$ cat src/rtl/operand_fetch_rf.sv
// Operand-fetch stage: register file, write-back mux, pending-write
// scoreboard with RAW/WAW stalls and a registered operand bundle.
module operand_fetch_rf #(
  parameter int DATA_W      = 32,
  parameter int NUM_REGS    = 32,
  parameter int ADDR_W      = $clog2(NUM_REGS),
  parameter int ZERO_REG    = 1,
  parameter int STALL_CNT_W = 16
) (
  input  logic                   clk,
  input  logic                   rst_n,
  input  logic                   issue_valid,
  output logic                   issue_ready,
  input  logic [ADDR_W-1:0]      rs1_addr,
  input  logic [ADDR_W-1:0]      rs2_addr,
  input  logic [ADDR_W-1:0]      rd_addr,
  input  logic                   rd_we,
  output logic                   op_valid,
  input  logic                   op_ready,
  output logic [DATA_W-1:0]      rs1_data,
  output logic [DATA_W-1:0]      rs2_data,
  output logic [ADDR_W-1:0]      op_rd_addr,
  output logic                   op_rd_we,
  input  logic                   wb_valid,
  input  logic [ADDR_W-1:0]      wb_addr,
  input  logic                   wb_mem_to_reg,
  input  logic [DATA_W-1:0]      wb_mem_data,
  input  logic [DATA_W-1:0]      wb_alu_result,
  output logic [DATA_W-1:0]      wb_data,
  output logic [NUM_REGS-1:0]    busy_vec,
  output logic [STALL_CNT_W-1:0] stall_count
);

  localparam logic ZR = (ZERO_REG != 0);
  localparam logic [NUM_REGS-1:0] ONE =
    {{(NUM_REGS-1){1'b0}}, 1'b1};

  logic [DATA_W-1:0]   regs [NUM_REGS];
  logic [NUM_REGS-1:0] busy;
  logic [NUM_REGS-1:0] wb_hit;
  logic [NUM_REGS-1:0] rdy_vec;
  logic [NUM_REGS-1:0] set_vec;
  logic [DATA_W-1:0]   rs1_val;
  logic [DATA_W-1:0]   rs2_val;
  logic                hazard;
  logic                accept;
  logic                wb_wr;

  assign busy_vec = busy;

  always_comb begin
    wb_data = '0;
    if (wb_valid)
      wb_data = wb_mem_to_reg ? wb_mem_data : wb_alu_result;
  end

  assign wb_hit = wb_valid ? (ONE << wb_addr) : '0;
  assign wb_wr  = wb_valid && !(ZR && wb_addr == '0);

  // A source is ready if nothing is pending or it retires right now.
  always_comb begin
    rdy_vec = ~busy | wb_hit;
    if (ZR)
      rdy_vec[0] = 1'b1;
  end

  always_comb begin
    rs1_val = regs[rs1_addr];
    if (wb_valid && wb_addr == rs1_addr)
      rs1_val = wb_data;
    if (ZR && rs1_addr == '0)
      rs1_val = '0;
  end

  always_comb begin
    rs2_val = regs[rs2_addr];
    if (wb_valid && wb_addr == rs2_addr)
      rs2_val = wb_data;
    if (ZR && rs2_addr == '0)
      rs2_val = '0;
  end

  assign hazard = issue_valid &&
                  (!rdy_vec[rs1_addr] ||
                   !rdy_vec[rs2_addr] ||
                   (rd_we && !rdy_vec[rd_addr]));

  assign issue_ready = !hazard && (!op_valid || op_ready);
  assign accept      = issue_valid && issue_ready;

  always_comb begin
    set_vec = '0;
    if (accept && rd_we && (rd_addr != '0 || !ZR))
      set_vec = ONE << rd_addr;
  end

  always_ff @(posedge clk) begin
    if (!rst_n) begin
      for (int i = 0; i < NUM_REGS; i++)
        regs[i] <= '0;
    end else if (wb_wr) begin
      regs[wb_addr] <= wb_data;
    end
  end

  // Set is applied after clear so a same-cycle reissue keeps the bit.
  always_ff @(posedge clk) begin
    if (!rst_n)
      busy <= '0;
    else
      busy <= (busy & ~wb_hit) | set_vec;
  end

  always_ff @(posedge clk) begin
    if (!rst_n) begin
      op_valid   <= 1'b0;
      rs1_data   <= '0;
      rs2_data   <= '0;
      op_rd_addr <= '0;
      op_rd_we   <= 1'b0;
    end else if (accept) begin
      op_valid   <= 1'b1;
      rs1_data   <= rs1_val;
      rs2_data   <= rs2_val;
      op_rd_addr <= rd_addr;
      op_rd_we   <= rd_we;
    end else if (op_valid && op_ready) begin
      op_valid   <= 1'b0;
    end
  end

  always_ff @(posedge clk) begin
    if (!rst_n)
      stall_count <= '0;
    else if (hazard && stall_count != '1)
      stall_count <= stall_count + 1'b1;
  end

endmodule

$ cat config.mk
export PLATFORM = sky130hd
export DESIGN_NAME = operand_fetch_rf
export DESIGN_NICKNAME = d
export VERILOG_FILES = /design/src/rtl/operand_fetch_rf.sv
export SDC_FILE = /design/constraint.sdc
export NUM_CORES = 2
export LEC_CHECK = 0
export ABC_AREA = 1
export ABC_CLOCK_PERIOD_IN_PS = 2800
export BUFFER_PORTS_ARGS = -buffer_cell sky130_fd_sc_hd__buf_2
export CORE_MARGIN = 2
export CORE_UTILIZATION = 35
export CTS_CLUSTER_DIAMETER = 120
export DETAILED_ROUTE_END_ITERATION = 10
export PLACE_DENSITY = 0.48
export SYNTH_ARGS = -nofsm -noshare
export SYNTH_HDL_FRONTEND = slang
export SYNTH_SLANG_ARGS = --single-unit
$ cat constraint.sdc
create_clock -name clk -period 2.8 [get_ports clk]
set_input_delay 0.42 -clock clk [delete_from_list [all_inputs] [get_ports clk]]
set_output_delay 0.42 -clock clk [all_outputs]
set_load 0.02 [all_outputs]
# ---- After elaboration in Yosys (flattened, before gate mapping)
# Memories as Yosys holds them, arrays and structs flattened.
# Index checks and enable logic that the tools add are counted.
dict set report op_classes {
  n_addsub 1
  n_mul 0
  div_mod_pow 0
  order_cmp 3
  n_eq_ne 3
  n_shift 2
  n_mux 23
  n_bitwise 5
  n_reduce_logical 26
}
# operator count
set ops {}
lappend ops {{32-bit two-way mux} 9}
lappend ops {{32-bit NOT} 2}
lappend ops {{32-bit OR} 2}
lappend ops {{1-bit by 5-bit << shifter with 32-bit output (first input constant)} 2}
lappend ops {{32-bit bitwise AND} 1}
lappend ops {{32-bit OR reduction} 1}
lappend ops {{5-bit by 6-bit < comparator with 1-bit output (second input constant)} 3}
lappend ops {{16-bit by 1-bit adder with 16-bit output (second input constant)} 1}
lappend ops {{16-bit inequality test (second input constant)} 1}
lappend ops {{1-bit binary-select mux with 5-bit select} 3}
lappend ops {{5-bit zero test} 3}
lappend ops {{1-bit logical AND} 11}
lappend ops {{5-bit == test} 2}
lappend ops {{1-bit two-way mux} 10}
lappend ops {{1-bit zero test} 6}
lappend ops {{5-bit two-way mux} 1}
lappend ops {{5-bit nonzero test} 1}
lappend ops {{1-bit logical OR} 3}
lappend ops {{2-bit nonzero test} 1}
dict set report totals {
  ff_bits 119
  latchBits 0
  ram_bits 1024
  rom_bits 0
  inputBits 91
  output_inout_bits 152
  elab_cells 71
  n_memories 1
}
# memory words width read_ports rd_ports_with_merged_regs write_ports line
set memory_table {}
lappend memory_table {regs 32 32 2 0 32 38} ;# logic [DATA_W-1:0] regs [NUM_REGS];

# ---- Longest topological paths before layout
dict set report logic_depth {
  word_depth 16
  ltp_mapped 20
  ltp_nobuf 18
}

# ---- Least setup slack after synthesis
# Ideal clock, no wire load.
dict set report synth_timing {
  path_kind {in2reg}
  start {in wb_valid}
  end {mem regs[10][0], enable pin}
  setup_ns 0.389
  t_arrival_ns 2.618
  t_required_ns 2.411
  path_slack_ns -0.208
  cell_stages 10
  path_buffers 4
  cell_sequence {buf_2 -> clkbuf_1 -> nand2_1 -> clkinv_1 -> nand2_1 -> inv_1 -> clkbuf_1 -> nand3_1 -> clkbuf_1 -> nand2_1}
}
# item line
set synth_lines {}
lappend synth_lines {{start, declared} 24} ;# input logic wb_valid,
lappend synth_lines {{end, declared} 38}

# ---- Worst setup path after layout
dict set report layout_timing {
  start {reg busy[1], in the netlist busy_vec[1]}
  end {out issue_ready}
}
dict set report layout_between {
  elab_chain_cells 10
  elab_cells_between_ends 17
  cone_classes {mux: 6; bitwise: 2; reduce/logical: 9}
}
# item line
set layout_rtl {}
lappend layout_rtl {{start, declared} 39} ;# logic [NUM_REGS-1:0] busy;
lappend layout_rtl {{start signal, assigned} 111} ;# busy <= (busy & ~wb_hit) | set_vec;
lappend layout_rtl {{32-bit NOT *} 62} ;# rdy_vec = ~busy | wb_hit;
lappend layout_rtl {{32-bit OR *} 62}
lappend layout_rtl {{1-bit binary-select mux with 5-bit select, on equally long branches} {84, 85, 86}}
lappend layout_rtl {{1-bit two-way mux, on equally long branches} {84, 85, 86}}
lappend layout_rtl {{1-bit zero test, on equally long branches} {84, 85, 86}}
lappend layout_rtl {{1-bit logical OR or 1-bit logical AND (tied branches)} {84, 86}}
lappend layout_rtl {{1-bit logical OR *} 85} ;# !rdy_vec[rs2_addr] ||
lappend layout_rtl {{1-bit logical AND *} 83} ;# assign hazard = issue_valid &&
lappend layout_rtl {{1-bit zero test *} 88} ;# assign issue_ready = !hazard && (!op_valid || op_ready);
lappend layout_rtl {{1-bit logical AND *} 88}
lappend layout_rtl {{end, declared} 13} ;# output logic issue_ready,
# Mark *: on every way between the ends. The rest lies on a longest branch, timed or not. The select of a mux whose other input is x is not followed.

==> run metrics <==
outcome=complete, but fails checks; violated checks=setup timing; Avg Inst Size Synth=8.62 µm²; final hold vios=0; Total Power=45.7 mW; Die Ht=418 µm; DRT iter0 DRCs=10.1k; max cap viols=0; Critical Path Sink Type=output port; synth warn=0; CTS tree=yes; Via density=6.06; Fillers=16.5k; crit path setup slack, layout=-0.110 ns; pin count of the biggest net entering global routing=63; register area share after synthesis=55.4%; cell chain of the critical path=buf_4, nand3_1, nand2_1, inv_1, nand2_1, nand3_1, nand2_1, nand2_1, nand2_2, nor2_4, a21boi_4, nor2_2, buf_6; Crit-path slowest cell=dfxtp_2; pwr dens=607 mW/mm²; width of the chip=418 µm; final max-slew violation count=0; Residual DRC=0; Final #Nets=7,638; worst-margin pin slew=0.973 ns; Final GP Congestion=0.988; first-pass GRT wire length=430 mm; critical path's most frequent cell=nand2_1; fmax=344 MHz; synthesized instance count=6,940; initial antenna violation count=16; crit path DAT=2.49 ns; post-synthesis cell area=0.0599 mm²; detailed-route wire length=310 mm; GR Overflow Total=0; Seq pwr share=43.8%; DR vias=59.8k; Post-synth ARST share=0%; port bufs=242; number of global-route vias before repair=55.5k; kind of critical path=reg2out; dominant synthesized flop cell=edfxtp_1; DR pass1 iterations=8; worst-skew pair later-pin latency=0.81 ns; H-tree depth=4; clk root buf=clkbuf_16; Worst Path Buf+Inv=3; Clock Pin Slew Worst Setup and Hold Paths=0.06 ns; Tmin final=2.91 ns; Lkg Pwr=28.4 nW; Final Cycle Share=104%; worst rel slew slack=34.6%; total track usage=34.6%; cell row count=151; dominant cell type by area after synthesis=edfxtp_1; Crit Path Max Fanout=3; max incr delay on CP=0.37 ns; worst-case clock buffer depth=3; Starting Density=35.3%; post-synth top area share=51.4%; clock skew=0.0279 ns; layout cells sized above 1=19.0%; CTS Buf Count=136; switching share of total power=29.3%; routed length per instance=31.4 µm; Clock Power Share=39.5%; Hold WS=0.0721 ns; Die Area=0.174 mm²; RSZ-0062 raised after global routing=true; Min-Delay Path Class=in2reg; CTS sink count=1,143; worst ir drop on vdd=0.000642 V; Area contributors post-synth=edfxtp_1 (51%), nor2_1 (8.9%), nand2_1 (6.3%); Internal Power=32.3 mW; combinational fraction of design power=16.7%; Worst Path Required=2.38 ns; Top Ports=243; crit-path leading delay family=simple AND/OR/NAND/NOR gates; setup violators final=1; core area=0.170 mm²; register bit total from synthesis=1,143; area grow syn2layout=25.6%; library cells used by synthesis=48; post-route ant nets=0; sw power=13.4 mW; number of flops mapped to enable cells by yosys=1,024; Detailed Place HPWL=210 mm; startpoint types=flip-flop
-- cells by family after synthesis --
| logic type | synth area share (%) |
|---|---|
| AOI/OAI and AO/OA | 17.8 |
| xor gates and xnor gates | 0.190 |
| adders and majority gates | 0.0209 |
| buffers and inverters | 6.42 |
| DFF | 55.4 |
| other | 0.00627 |
| and+or+nand+nor | 20.2 |
-- power by group through the flow --
stage	Sequential (mW)	Clock, mW	Combinational (mW)
after floorplan	20.3	0	3.12
after global placement	20.3	0	7.33
after detailed placement	20.3	0	7.33
after CTS	20.0	18.2	7.36
after global routing	20.1	18.8	7.90
final	20.0	18.0	7.64
-- worst paths after layout --
check	start	to	slack (ns)	depth (start not counted)
setup / recovery	busy_vec[1]$_SDFF_PN0_	issue_ready	-0.11	13
hold / removal	rd_we	busy_vec[10]$_SDFF_PN0_	0.07	5
setup reg to reg	regs[28][19]$_SDFFCE_PN0P_	rs2_data[19]$_SDFFE_PN0P_	0.04	11
hold reg to reg	busy_vec[0]$_SDFF_PN0_	busy_vec[0]$_SDFF_PN0_	0.46	2
-- through the flow --
step | cell area [µm²] | std cells | util [%] | setup slack (ns) | TNS [ns]
global placement | 70500 | 9613 | 41.5 | -0.515 | -37.55
finish | 75200 | 9878 | 44.3 | -0.110 | -0.110
global route | 75200 | 9874 | 44.3 | -0.155 | -0.155
detailed placement | 70500 | 9613 | 41.5 | -0.472 | -36.44
CTS | 75000 | 9864 | 44.2 | -0.118 | -0.118
floorplan | 60000 | 6971 | - | 0.0822 | 0
-- what timing repair did --
item                       4_1_cts  5_1_grt
pin swaps                       13       22
hold buffers                     1        0
setup endpoints to repair        2        1
hold endpoints to repair         2        0
gates resized for setup         56       27
setup buffers                    4        9
-- flip-flops by register name (all words and copies together), names as in the netlist --
| name | flops |
|---|---|
| op_rd_we | 1 |
| busy_vec | 32 |
| rs2_data | 32 |
| stall_count | 16 |
| rs1_data | 32 |
| op_rd_addr | 5 |
| regs | 1024 |
| op_valid | 1 |
-- layer usage --
metal  routed length [µm]  up-vias  GRT usage, %  share of wire (%)
met4                14200       12          14.9                4.6
met5                   96        -         0.194              0.031
li1                     -    25534             -                  -
met3                38800      730          9.74                 13
met2               133000     4223          51.6                 43
met1               124000    29345          46.9                 40
-- worst register-to-register path, stage by stage (launching register included) --
cell and delay [ns]:
edfxtp_1 0.40, a22oi_1 0.22, o21ai_0 0.12, a211oi_1 0.48, buf_4 0.23, a211oi_1 0.06
buf_4 0.18, o31ai_1 0.57, buf_4 0.25, nand2_1 0.05, o21ai_0 0.06, nor2_1 0.05
-- synthesized netlist by cell type (11+ instances only) --
master        n
a32o_1       27
a221oi_1    121
a22oi_1      34
edfxtp_1   1024
o22ai_1      50
clkbuf_1    516
o31ai_1      23
a21oi_1     533
o21ai_0     739
dfxtp_1     119
buf_1        79
nor2_1     1414
buf_2        61
o32ai_1      14
inv_1       310
nand2_1    1007
nand4_1      51
o2111ai_1    80
o221ai_1     18
o211ai_1    104
nor3_1       57
a22o_1       13
nand3_1     455
a211oi_1     11
-- placed cells by master, fill, tap and decap left out, types with 56 or more instances in the layout --
cell type and instances:
a21oi_1 532, a221oi_1 121, buf_12 196, buf_2 233, buf_4 660, clkbuf_16 144, dfxtp_1 97, edfxtp_1 1024
inv_1 301, nand2_1 939, nand2_2 64, nand3_1 428, nor2_1 1403, nor3_1 56, o2111ai_1 79, o211ai_1 104
o21ai_0 739
-- cell type report --
cell class / count / area [µm²] / share of cell area [%]
Tap cell: 2218 / 2780 / 3.69
Inverter: 328 / 1270 / 1.68
Multi-Input combinational cell: 4837 / 23400 / 31.1
Sequential cell: 1143 / 33200 / 44.1
Clock inverter: 65 / 574 / 0.764
Clock buffer: 182 / 3820 / 5.08
Antenna cell: 5 / 12.5 / 0.0166
Timing Repair Buffer: 1100 / 10200 / 13.5
No activity file was read; power rests on OpenSTA's default activity.
